$ cat src/rtl/immediate_encode.sv
// immediate_encode: packs an immediate plus register/function fields into a
// 32-bit RV32IM instruction word. This is the inverse of the decode-stage
// immediate generator. It also expands the load-immediate (LI) pseudo-op into
// an LUI/ADDI pair, or into a single word when one half is zero.
// Optional feature: define IMM_ENC_RANGE_CHECK_EN to compute o_err. When it is
// undefined, o_err is tied 0 and out-of-range immediates are silently truncated.
// Ports:
//   i_clk, i_reset       clock (rising edge), asynchronous active-high reset
//   i_in_valid/o_in_ready request handshake
//   i_imm_sel            000 U, 001 J, 010 S, 011 B, 100 I-signed,
//                        101 shift, 110 I-unsigned, 111 LI
//   i_imm                immediate value
//   i_opcode, i_rd, i_funct3, i_rs1, i_rs2, i_funct7  instruction fields
//   o_out_valid/i_out_ready output handshake
//   o_out                encoded word
//   o_out_last           final word of the current request
//   o_err                immediate not representable in the selected format
module immediate_encode (
  input  logic        i_clk,
  input  logic        i_reset,
  input  logic        i_in_valid,
  output logic        o_in_ready,
  input  logic [2:0]  i_imm_sel,
  input  logic [31:0] i_imm,
  input  logic [6:0]  i_opcode,
  input  logic [4:0]  i_rd,
  input  logic [2:0]  i_funct3,
  input  logic [4:0]  i_rs1,
  input  logic [4:0]  i_rs2,
  input  logic [6:0]  i_funct7,
  output logic        o_out_valid,
  input  logic        i_out_ready,
  output logic [31:0] o_out,
  output logic        o_out_last,
  output logic        o_err
);
  localparam logic [2:0] SEL_U  = 3'b000;
  localparam logic [2:0] SEL_J  = 3'b001;
  localparam logic [2:0] SEL_S  = 3'b010;
  localparam logic [2:0] SEL_B  = 3'b011;
  localparam logic [2:0] SEL_I  = 3'b100;
  localparam logic [2:0] SEL_SH = 3'b101;
  localparam logic [2:0] SEL_IU = 3'b110;
  localparam logic [6:0] OP_LUI  = 7'b0110111;
  localparam logic [6:0] OP_ADDI = 7'b0010011;

  typedef enum logic [1:0] {IDLE, HOLD, HOLD_LUI} state_t;

  state_t      r_state, w_state_nxt;
  logic [31:0] r_out, w_out_nxt;
  logic [31:0] r_addi, w_addi_nxt;
  logic        r_valid, w_valid_nxt;
  logic        r_last, w_last_nxt;
  logic        r_err, w_err_nxt;

  logic [31:0] w_word;
  logic [31:0] w_addi_word;
  logic        w_two;
  logic        w_err;
  logic        w_accept;
  logic [19:0] w_li_hi;
  logic [11:0] w_li_lo;

  // Format packing of the incoming request (first word only for a two-word LI)
  always_comb begin : pack
    // Round hi up when lo is negative so that ADDI's sign extension cancels out
    w_li_hi     = i_imm[31:12] + 20'(i_imm[11]);
    w_li_lo     = i_imm[11:0];
    w_two       = 1'b0;
    w_addi_word = {w_li_lo, i_rd, 3'b000, i_rd, OP_ADDI};
    w_word      = '0;
    case (i_imm_sel)
      SEL_U:  w_word = {i_imm[31:12], i_rd, i_opcode};
      SEL_J:  w_word = {i_imm[20], i_imm[10:1], i_imm[11], i_imm[19:12], i_rd, i_opcode};
      SEL_S:  w_word = {i_imm[11:5], i_rs2, i_rs1, i_funct3, i_imm[4:0], i_opcode};
      SEL_B:  w_word = {i_imm[12], i_imm[10:5], i_rs2, i_rs1, i_funct3,
                        i_imm[4:1], i_imm[11], i_opcode};
      SEL_I,
      SEL_IU: w_word = {i_imm[11:0], i_rs1, i_funct3, i_rd, i_opcode};
      SEL_SH: w_word = {i_funct7, i_imm[4:0], i_rs1, i_funct3, i_rd, i_opcode};
      default: begin
        if (w_li_hi == 20'd0) begin
          w_word = {w_li_lo, 5'd0, 3'b000, i_rd, OP_ADDI};
        end else begin
          w_word = {w_li_hi, i_rd, OP_LUI};
          w_two  = (w_li_lo != 12'd0);
        end
      end
    endcase
  end

`ifdef IMM_ENC_RANGE_CHECK_EN
  // Representability of the immediate in the selected format
  always_comb begin : range_check
    w_err = 1'b0;
    case (i_imm_sel)
      SEL_U:  w_err = (i_imm[11:0] != 12'd0);
      SEL_J:  w_err = i_imm[0] || (i_imm[31:20] != {12{i_imm[20]}});
      SEL_B:  w_err = i_imm[0] || (i_imm[31:12] != {20{i_imm[12]}});
      SEL_S,
      SEL_I:  w_err = (i_imm[31:11] != {21{i_imm[11]}});
      SEL_SH: w_err = (i_imm[31:5] != 27'd0);
      SEL_IU: w_err = (i_imm[31:12] != 20'd0);
      default: w_err = 1'b0;
    endcase
  end
`else
  assign w_err = 1'b0;
`endif

  assign o_in_ready = ((r_state == IDLE) || ((r_state == HOLD) && i_out_ready)) && !i_reset;
  assign w_accept   = i_in_valid && o_in_ready;

  // Next-state and output-register logic
  always_comb begin : next_state
    w_state_nxt = r_state;
    w_out_nxt   = r_out;
    w_addi_nxt  = r_addi;
    w_last_nxt  = r_last;
    w_err_nxt   = r_err;
    case (r_state)
      HOLD_LUI: begin
        if (i_out_ready) begin
          w_state_nxt = HOLD;
          w_out_nxt   = r_addi;
          w_last_nxt  = 1'b1;
          w_err_nxt   = 1'b0;
        end
      end
      default: begin
        // A new accept in HOLD replaces OUT on the same edge as the handshake
        if (w_accept) begin
          w_state_nxt = w_two ? HOLD_LUI : HOLD;
          w_out_nxt   = w_word;
          w_addi_nxt  = w_addi_word;
          w_last_nxt  = !w_two;
          w_err_nxt   = w_err;
        end else if ((r_state == HOLD) && i_out_ready) begin
          w_state_nxt = IDLE;
        end
      end
    endcase
    w_valid_nxt = (w_state_nxt != IDLE);
  end

  // State and output registers; reset drops any pending ADDI
  always_ff @(posedge i_clk or posedge i_reset) begin
    if (i_reset) begin
      r_state <= IDLE;
      r_out   <= '0;
      r_addi  <= '0;
      r_valid <= 1'b0;
      r_last  <= 1'b0;
      r_err   <= 1'b0;
    end else begin
      r_state <= w_state_nxt;
      r_out   <= w_out_nxt;
      r_addi  <= w_addi_nxt;
      r_valid <= w_valid_nxt;
      r_last  <= w_last_nxt;
      r_err   <= w_err_nxt;
    end
  end

  assign o_out_valid = r_valid;
  assign o_out       = r_out;
  assign o_out_last  = r_last;
  assign o_err       = r_err;

endmodule
$ cat config.mk
export PLATFORM = sky130hd
export DESIGN_NAME = immediate_encode
export DESIGN_NICKNAME = d
export VERILOG_FILES = /design/src/rtl/immediate_encode.sv
export SDC_FILE = /design/constraint.sdc
export NUM_CORES = 1
export LEC_CHECK = 0
export CAP_MARGIN = 20
export CORE_ASPECT_RATIO = 1.75
export CORE_MARGIN = 3
export CORE_UTILIZATION = 27
export CTS_CLUSTER_DIAMETER = 40
export CTS_CLUSTER_SIZE = 16
export DETAILED_ROUTE_END_ITERATION = 8
export GPL_TIMING_DRIVEN = 0
export MAX_ROUTING_LAYER = met4
export PLACE_DENSITY_LB_ADDON = 0.2
export SYNTH_ARGS = -nofsm -noshare
export SYNTH_HDL_FRONTEND = slang
export SYNTH_SLANG_ARGS = --single-unit
$ cat constraint.sdc
create_clock -name i_clk -period 2.7 [get_ports i_clk]
set_input_delay 0.54 -clock i_clk [delete_from_list [all_inputs] [get_ports i_clk]]
set_output_delay 0.54 -clock i_clk [all_outputs]
set_load 0.005 [all_outputs]
==> results of run 1 <==
==> logic make-up (layout without fill, tap and decap cells) <==
kind of cell | after synthesis | in the layout | synth area share [%]
AO/OA/AOI/OAI | 114 | 114 | 20.3
XOR/XNOR | 21 | 21 | 4.97
adder cells (fa/ha/maj) | 2 | 2 | 0.676
buffers and inverters | 47 | 164 | 5.21
flip-flops | 54 | 54 | 36.5
multiplexers | 15 | 15 | 4.16
other | 1 | 1 | 0.101
AND/OR/NAND/NOR | 215 | 215 | 28.1
==> through the flow <==
| step | TNS, ns | utilization (%) | area, um2 | std cells |
|---|---|---|---|---|
| floorplan | 0 | - | 3710 | 469 |
| global placement | -74.78 | 36.6 | 4900 | 740 |
| detailed placement | -51.65 | 36.8 | 4920 | 741 |
| CTS | -0.0276 | 39.9 | 5340 | 759 |
| global route | -0.161 | 40.3 | 5400 | 760 |
| finish | 0 | 40.3 | 5400 | 760 |
==> what timing repair did <==
item / in CTS / in global routing
endpoints found under the setup margin: 54 / 38
gates resized for setup: 66 / 15
pin swaps: 20 / 6
hold endpoints to repair: 0 / 0
setup buffers: 10 / 1
hold buffers: 0 / 0
cloned: 1 / 0
==> cell usage after synthesis, types with 9 or more instances <==
cell and number:
dfrtp_1 54, mux2i_1 12, o21ai_0 35, nand3_1 25
nand2_1 90, clkbuf_1 25, a21oi_1 24, nor3_1 20
nor2_1 31, inv_1 9, xnor2_1 14
==> how the worst min path moves through the flow <==
stage	startpoint	endpoint	slack [ns]	depth (start not counted)
4_1_cts	r_addi[4]$_DFFE_PP0P_	r_addi[4]$_DFFE_PP0P_	0.47	1
3_3_place_gp	r_addi[4]$_DFFE_PP0P_	r_addi[4]$_DFFE_PP0P_	0.45	1
3_5_place_dp	r_addi[4]$_DFFE_PP0P_	r_addi[4]$_DFFE_PP0P_	0.45	1
5_1_grt	i_reset	o_out_valid$_DFF_PP0_	0.44	3
6_report	i_reset	r_addi[21]$_DFFE_PP0P_	0.40	3
2_1_floorplan	r_addi[4]$_DFFE_PP0P_	r_addi[4]$_DFFE_PP0P_	0.43	1
==> sequential cells by signal, summed over array words and instances, names as in the netlist <==
register and count:
o_out_last 1, o_out_valid 1, r_addi 18, o_out 32
r_state 2
==> cell type report <==
type	instances	area (um2)	share of cell area, %
Multi-Input combinational cell	368	2320	42.9
Sequential cell	54	1350	25.0
Timing Repair Buffer	109	1090	20.2
Tap cell	174	218	4.04
Buffer	36	175	3.25
Clock buffer	6	139	2.57
Clock inverter	2	60.1	1.11
Inverter	10	41.3	0.765
Timing Repair inverter	1	5.00	0.0928
==> worst min-delay path, stage by stage <==
cell,delay (ns)
dlymetal6s2s_1,0.19
clkinvlp_4,0.12
buf_12,0.20
==> layer usage <==
layer	GRT usage [%]	part of all wire, %
met1	23.3	38
met2	35.9	53
met3	1.69	3.4
met4	11.5	5.2
met5	-	0
==> power groups by stage <==
stage | combinational, mW | sequential, mW | clock [mW]
after floorplan | 0.683 | 1.39 | 0
after global placement | 1.52 | 1.42 | 0
after detailed placement | 1.54 | 1.43 | 0
after CTS | 1.58 | 1.41 | 0.864
after global routing | 1.73 | 1.45 | 0.899
final | 1.57 | 1.41 | 0.852
==> flow_metrics.py, run 1 <==
metrics = {
    "power": {
        "clock_power_share_pct": 22.2,
        "power_switching_mw": 1.28,
        "swShare_pct": 33.3,
        "power_frac_comb_pct": 41.0,
        "seq_power_share_pct": 36.8,
        "p_leak_nw": 2.18,
        "power_density_nw_per_um2": 710,
        "power_mw": 3.83,
        "p_int_mw": 2.56,
        "ir_worst_vdd_v": 0.000283,
    },
    "timing": {
        "post-route-min-period_ns": 2.59,
        "worst_slack_ns": 0.110,
        "worst_pin_slew_ns": 0.675,
        "period_share_pct": 95.9,
        "skew_ns": 0.00877,
        "hold-worst-slack_ns": 0.403,
        "report.final.setup_viol": 0,
        "report.final.slew_viol_count": 0,
        "slew_headroom_pct": 54.9,
        "max_freq_mhz": 386,
        "finalHoldViolCount": 0,
    },
    "drt": {
        "viasPerCell": 5.29,
        "drtPass1Iterations": 4,
        "wl_per_cell_um": 19.9,
        "drc": 0,
        "drt-total-wl_mm": 15.1,
        "ant_nets": 0,
        "dr_total_vias": 4019,
        "drt_iter0_drc": 249,
    },
    "setup_path": {
        "arrival_ns": 2.82,
        "endpoint_kind": "register",
        "start_kind": "input pin",
        "cp.depth": 12,
        "r2r_slack_ns": 0.35,
        "path_common_cell": "nor3_4",
        "cp_slowest_cell": "nor3_4",
        "r2r-end": "o_out[28]$_DFFE_PP0P_",
        "timing.rr.start": "r_state[1]$_DFF_PP0_",
        "crit_start": "i_imm[12]",
        "cpLargestDelayFamily": "simple AND/OR/NAND/NOR gates",
        "critical_path_buf_inv_count": 3,
        "path_class": "in2reg",
        "reg2regPathDepth": 8,
        "endpoint": "o_out[31]$_DFFE_PP0P_",
        "critPathRequiredTime_ns": 2.93,
        "slowest_delay_ns": 0.40,
        "cp_cell_sequence": "buf_8 -> ha_4 -> ha_2 -> nand2_2 -> nor3_4 -> buf_4 -> a211oi_1 -> o2111ai_2 -> nor3_4 -> buf_6 -> a31oi_4 -> nor3_2",
        "crit_fanout": 6,
    },
    "place": {
        "io_buffers": 97,
        "gp_congestion": 0.888,
        "dpl.hpwl_mm": 11.8,
        "pre_cts_ws_ns": -1.31,
    },
    "die": {
        "die_area_um2": 15200,
        "io-pin-count": 107,
        "row_count": 56,
        "start_util_pct": 27.6,
        "core_area_um2": 13400,
        "dieHeight_um": 161,
        "die_width_um": 94.5,
    },
    "layout": {
        "fillers": 1408,
        "diodes": 0,
        "layout_common_cells": "nand2_1 (86), clkdlybuf4s50_1 (86), dfrtp_1 (54)",
        "drive_gt1_share_pct": 13.7,
        "area_growth_pct": 45.8,
        "num-nets-final": 658,
    },
    "logic_synthesis": {
        "avgSynthCellArea_um2": 7.89,
        "synth_top_area_share_pct": 36.5,
        "seq_area_frac_synth_pct": 36.5,
        "synth_seq_cells": 54,
        "async_flop_share_pct": 100,
        "syn_nets": 542,
        "syn_area_um2": 3700,
        "syn-instance-count": 469,
        "yosys_warnings": 0,
        "synth-edff-count": 0,
        "synthTopCellsByArea": "dfrtp_1 (37%), nand2_1 (9.1%), o21ai_0 (4.7%)",
        "synth-main-ff-cell": "dfrtp_1",
        "yosysTopAreaCell": "dfrtp_1",
        "synth_cell_types": 56,
    },
    "cts": {
        "cts.reportedPaths.clkPinSlew_ns": 0.07,
        "clk_path_buf_depth": 2,
        "cts_tree": "done",
        "htree_levels": 2,
        "cts.sinks": 54,
        "cts_buffers": 5,
        "root_buffer": "clkbuf_16",
        "clk_latency_ns": 0.30,
    },
    "job": {
        "maxCapViolCount": 0,
    },
    "grt": {
        "track_usage_pct": 20.8,
        "grt_pass1_vias": 4155,
        "grt_max_degree": 32,
        "grt_pass1_wl_mm": 23.4,
        "antenna_found_initial": 0,
        "grt.overflow.total": 0,
    },
    "worst_hold_path": {
        "hp-class": "in2async",
    },
    "status": {
        "outcome": "completed",
    },
}
Note: power is estimated with default switching activity, not from simulation.
==> run 2, diff against run 1 <==
- CORE_MARGIN: 3 -> 2
==> flow_metrics.py, run 2 (synthesis results as in run 1) <==
metrics = {
    "drt": {
        "drc": 0,
        "viasPerCell": 5.29,
        "wl_per_cell_um": 19.3,
        "drt-total-wl_mm": 14.6,
        "ant_nets": 0,
        "drt_iter0_drc": 296,
        "drtPass1Iterations": 4,
        "dr_total_vias": 4009,
    },
    "timing": {
        "rsz0062_at_grt": "yes",
        "skew_ns": 0.00422,
        "slew_headroom_pct": 55.9,
        "period_share_pct": 96.4,
        "worst_slack_ns": 0.0969,
        "setup-tns-final_ns": 0,
        "report.final.slew_viol_count": 0,
        "post-route-min-period_ns": 2.60,
        "report.final.setup_viol": 0,
        "max_freq_mhz": 384,
        "finalHoldViolCount": 0,
        "worst_pin_slew_ns": 0.659,
    },
    "setup_path": {
        "start_kind": "input pin",
        "crit_fanout": 7,
        "cp_slowest_cell": "or4_4",
        "cp_cell_sequence": "buf_6 -> ha_4 -> nand3_4 -> or4_4 -> a2111oi_4 -> o2111ai_4 -> nor4_4 -> buf_4 -> buf_6 -> nand2_1 -> a21oi_2",
        "reg2regPathDepth": 8,
        "path_class": "in2reg",
        "slowest_delay_ns": 0.50,
        "path_common_cell": "buf_6",
        "arrival_ns": 2.83,
        "r2r-end": "o_out[28]$_DFFE_PP0P_",
        "endpoint_kind": "register",
        "critPathRequiredTime_ns": 2.93,
        "r2r_slack_ns": 0.43,
        "timing.rr.start": "r_state[1]$_DFF_PP0_",
    },
    "grt": {
        "grt_pass1_wl_mm": 23.3,
        "antenna_found_initial": 0,
        "grt_pass1_vias": 4137,
        "grt.overflow.total": 0,
        "track_usage_pct": 21.1,
        "grt_max_degree": 33,
    },
    "cts": {
        "cts_tree": "done",
        "root_buffer": "clkbuf_16",
        "clk_path_buf_depth": 2,
        "hold_buffers": 0,
        "clk_latency_ns": 0.30,
        "cts.reportedPaths.clkPinSlew_ns": 0.07,
        "htree_levels": 2,
        "cts_buffers": 5,
        "cts.sinks": 54,
    },
    "power": {
        "ir_worst_vdd_v": 0.000249,
        "p_leak_nw": 2.13,
        "power_mw": 3.62,
        "power_density_nw_per_um2": 686,
    },
    "place": {
        "dpl.hpwl_mm": 11.6,
        "gp_congestion": 0.900,
        "pre_cts_ws_ns": -1.30,
        "io_buffers": 97,
    },
    "layout": {
        "area_growth_pct": 42.5,
        "layout_common_cells": "nand2_1 (87), clkdlybuf4s50_1 (86), dfrtp_1 (54)",
        "largest_register_ffs": 32,
        "diodes": 0,
        "drive_gt1_share_pct": 12.5,
        "num-nets-final": 656,
        "fillers": 1393,
        "final_common_cell": "nand2_1",
    },
    "die": {
        "dieHeight_um": 159,
        "io-pin-count": 107,
        "die_width_um": 92.5,
        "die_area_um2": 14700,
        "core_area_um2": 13400,
        "start_util_pct": 27.6,
        "row_count": 56,
    },
    "job": {
        "maxCapViolCount": 0,
    },
    "status": {
        "outcome": "completed",
    },
    "worst_hold_path": {
        "hp-class": "in2async",
    },
}
run 2: cell count changes in the layout (fill, tap and decap cells not counted), sizes merged:
| cell | delta |
|---|---|
| bufinv | -2 |
| dlygate4sd2 | +1 |
| clkbuf | +1 |
| clkinvlp | +1 |
| buf | -4 |
| clkdlybuf4s15 | -1 |
| clkinv | +2 |
run 2: worst max path at each step:
stage | slack, ns | endpoint | start | cells past startpoint
floorplan | 0.005 | o_out[31]$_DFFE_PP0P_ | i_reset | 8
global placement | -1.66 | o_out[14]$_DFFE_PP0P_ | i_reset | 7
detailed placement | -1.30 | o_out[23]$_DFFE_PP0P_ | i_imm[11] | 10
CTS | 0.005 | o_out[30]$_DFFE_PP0P_ | i_imm[22] | 11
global route | -0.004 | o_out[26]$_DFFE_PP0P_ | i_imm[11] | 10
finish | 0.1 | o_out[30]$_DFFE_PP0P_ | i_imm[11] | 11
run 2: cell type report:
type	instances	area, um2	area share, %
flip-flops and latches	54	1350	25.6
clock buffers	5	125	2.37
clock inverters	3	21.3	0.403
well taps	174	218	4.13
repair buffers	106	1050	19.8
plain buffers	37	180	3.42
multi-input cells	368	2280	43.3
repair inverters	1	5.00	0.0949
inverters	10	41.3	0.783
run 2: layer usage:
metal	vias up	wire [um]	global-route usage, %
met2	124	8000	37.2
met5	-	0	-
met3	24	500	1.71
met1	1944	5590	23.9
li1	1917	-	-
met4	0	544	9.57
run 2: metrics by stage:
step | instance area [um2] | cells | utilization, % | hold WS (ns)
final | 5270 | 758 | 39.4 | 0.407
after global routing | 5270 | 758 | 39.4 | 0.431
after CTS | 5210 | 757 | 38.9 | 0.474
after detailed placement | 4920 | 741 | 36.8 | 0.456
after global placement | 4900 | 740 | 36.6 | 0.450
after floorplan | 3710 | 469 | - | 0.435
run 2: power breakdown:
part           leakage, nW  internal [mW]  switching [mW]
Clock               0.0698          0.345           0.311
Sequential           0.645           1.18           0.232
Combinational         1.41          0.815           0.735
Total                 2.13           2.34            1.28
run 2: repair_timing:
| action | CTS | global route |
|---|---|---|
| resized for setup | 50 | 21 |
| gates cloned | 1 | 0 |
| setup buffers | 7 | 1 |
| pin swaps | 10 | 5 |
| endpoints found under the setup margin | 54 | 36 |
run 2: worst max-delay path: cells and delay by family:
family | cells | cell delay, ns
compound gates | 3 | 0.79
simple gates | 4 | 0.91
buf+inv | 3 | 0.43
fa+ha+maj | 1 | 0.15
==> run 3, diff against run 2 <==
- CORE_MARGIN: 2 -> 1.5
==> flow_metrics.py, run 3 (synthesis results as in run 1) <==
metrics = {
    "drt": {
        "dr_total_vias": 4043,
        "drtPass1Iterations": 5,
        "viasPerCell": 5.31,
        "ant_nets": 0,
        "drt_iter0_drc": 195,
        "drt-total-wl_mm": 14.5,
        "drc": 0,
        "wl_per_cell_um": 19.1,
    },
    "die": {
        "core_area_um2": 13400,
        "io-pin-count": 107,
        "dieHeight_um": 158,
        "start_util_pct": 27.6,
        "die_area_um2": 14400,
        "die_width_um": 91.5,
        "row_count": 56,
    },
    "grt": {
        "grt_util_met2_pct": 38.9,
        "antenna_found_initial": 0,
        "grt_max_degree": 34,
        "grt_pass1_vias": 4144,
        "use_met1_pct": 22.7,
        "grt_busiest_layer": "met2",
        "grt_pass1_wl_mm": 22.8,
        "grt.overflow.total": 0,
        "grtUsageMet3_pct": 1.78,
        "track_usage_pct": 21.3,
    },
    "place": {
        "placed_area_um2": 4920,
        "io_buffers": 97,
        "gp_congestion": 0.890,
        "dpl.hpwl_mm": 11.5,
    },
    "layout": {
        "area_growth_pct": 42.3,
        "diodes": 0,
        "fin_area_um2": 5260,
        "layout_common_cells": "nand2_1 (88), clkdlybuf4s50_1 (86), dfrtp_1 (54)",
        "final_common_cell": "nand2_1",
        "largest_register_ffs": 32,
        "num-nets-final": 659,
        "drive_gt1_share_pct": 11.9,
    },
    "power": {
        "ir_worst_vdd_v": 0.000253,
        "power_density_nw_per_um2": 692,
        "power_mw": 3.64,
        "p_leak_nw": 2.11,
    },
    "timing": {
        "slew_headroom_pct": 57.2,
        "post-route-min-period_ns": 2.57,
        "max_freq_mhz": 389,
        "report.final.slew_viol_count": 0,
        "hold-worst-slack_ns": 0.408,
        "finalHoldViolCount": 0,
        "worst_pin_slew_ns": 0.640,
        "report.final.setup_viol": 0,
        "skew_ns": 0.00827,
        "rsz0062_at_grt": "yes",
        "period_share_pct": 95.3,
    },
    "setup_path": {
        "endpoint_kind": "register",
        "arrival_ns": 2.79,
        "cp_cell_sequence": "buf_4 -> ha_4 -> nand3_4 -> or4_4 -> a2111oi_4 -> o2111ai_4 -> nor3_4 -> a31oi_1 -> nor3_1",
        "critPathRequiredTime_ns": 2.91,
        "cpLargestDelayFamily": "simple AND/OR/NAND/NOR gates",
        "path_class": "in2reg",
        "crit_fanout": 7,
        "slowest_delay_ns": 0.51,
        "critical_path_buf_inv_count": 1,
        "start_kind": "input pin",
        "cp_slowest_cell": "or4_4",
    },
    "cts": {
        "cts.sinks": 54,
        "hold_buffers": 0,
        "root_buffer": "clkbuf_16",
        "htree_levels": 2,
        "cts.reportedPaths.clkPinSlew_ns": 0.07,
        "cts_buffers": 5,
        "clk_path_buf_depth": 2,
        "clk_latency_ns": 0.30,
        "cts_tree": "done",
    },
    "status": {
        "outcome": "completed",
    },
    "job": {
        "maxCapViolCount": 0,
    },
    "worst_hold_path": {
        "hp-class": "in2async",
    },
}
==> run 3: cell types whose count changed in the layout (fill, tap and decap cells not counted), moves of 2 or more <==
cell	previous run	this run
clkbuf_1	13	15
buf_4	10	13
clkdlybuf4s15_1	0	2
clkbuf_2	11	8
==> run 3: path summary, 6_finish.rpt <==
check	from	to	slack (ns)	depth (start not counted)
setup / recovery	i_imm[11]	o_out[25]$_DFFE_PP0P_	0.13	9
hold / removal	i_reset	r_addi[29]$_DFFE_PP0P_	0.41	3
setup reg to reg	r_state[1]$_DFF_PP0_	o_out[30]$_DFFE_PP0P_	0.43	8
hold reg to reg	r_addi[4]$_DFFE_PP0P_	r_addi[4]$_DFFE_PP0P_	0.47	1
max in group asynchronous	i_reset	o_out[30]$_DFFE_PP0P_	1.97	2
min in group i_clk	r_addi[4]$_DFFE_PP0P_	r_addi[4]$_DFFE_PP0P_	0.47	1
==> run 3: cell type report <==
cell class	count	area [um2]
fillers	1424	8120
multi-input cells	368	2260
flip-flops and latches	54	1350
repair buffers	109	1060
well taps	174	218
plain buffers	37	176
clock buffers	6	139
inverters	10	41.3
clock inverters	2	16.3
repair inverters	1	5.00
==> run 3: timing repair <==
item | CTS | global route
endpoints found under the setup margin | 54 | 42
gates resized for setup | 47 | 14
pin swaps | 13 | 8
gates cloned | 1 | 0
buffers inserted | 10 | 1
==> run 3: stage by stage <==
| step | setup slack (ns) | TNS [ns] | instances | util [%] |
|---|---|---|---|---|
| after global placement | -1.63 | -76.00 | 740 | 36.6 |
| after CTS | 0.00305 | 0 | 760 | 39.1 |
| final | 0.128 | 0 | 761 | 39.3 |
| after global routing | -0.0346 | -0.0346 | 761 | 39.3 |
| after detailed placement | -1.32 | -50.11 | 741 | 36.8 |
| after floorplan | 0.00488 | 0 | 469 | - |
==> run 3: worst register-to-register path: cells and delay by family, from the launching register on <==
kind / cells / cell delay, ns
DFF: 1 / 0.45
and+or+nand+nor: 4 / 1.00
AOI/OAI and AO/OA: 2 / 0.16
buffers and inverters: 2 / 0.53
==> run 3: per-layer routing <==
| layer | vias to the layer above | share of wire (%) |
|---|---|---|
| li1 | 1926 | - |
| met1 | 1946 | 39 |
| met2 | 135 | 54 |
| met3 | 36 | 3.2 |
| met4 | 0 | 4.3 |
| met5 | - | 0 |
==> run 3: power breakdown <==
part / leakage [nW] / switching, mW / internal (mW)
Combinational: 1.39 / 0.733 / 0.812
Sequential: 0.645 / 0.235 / 1.18
Clock: 0.0735 / 0.313 / 0.373
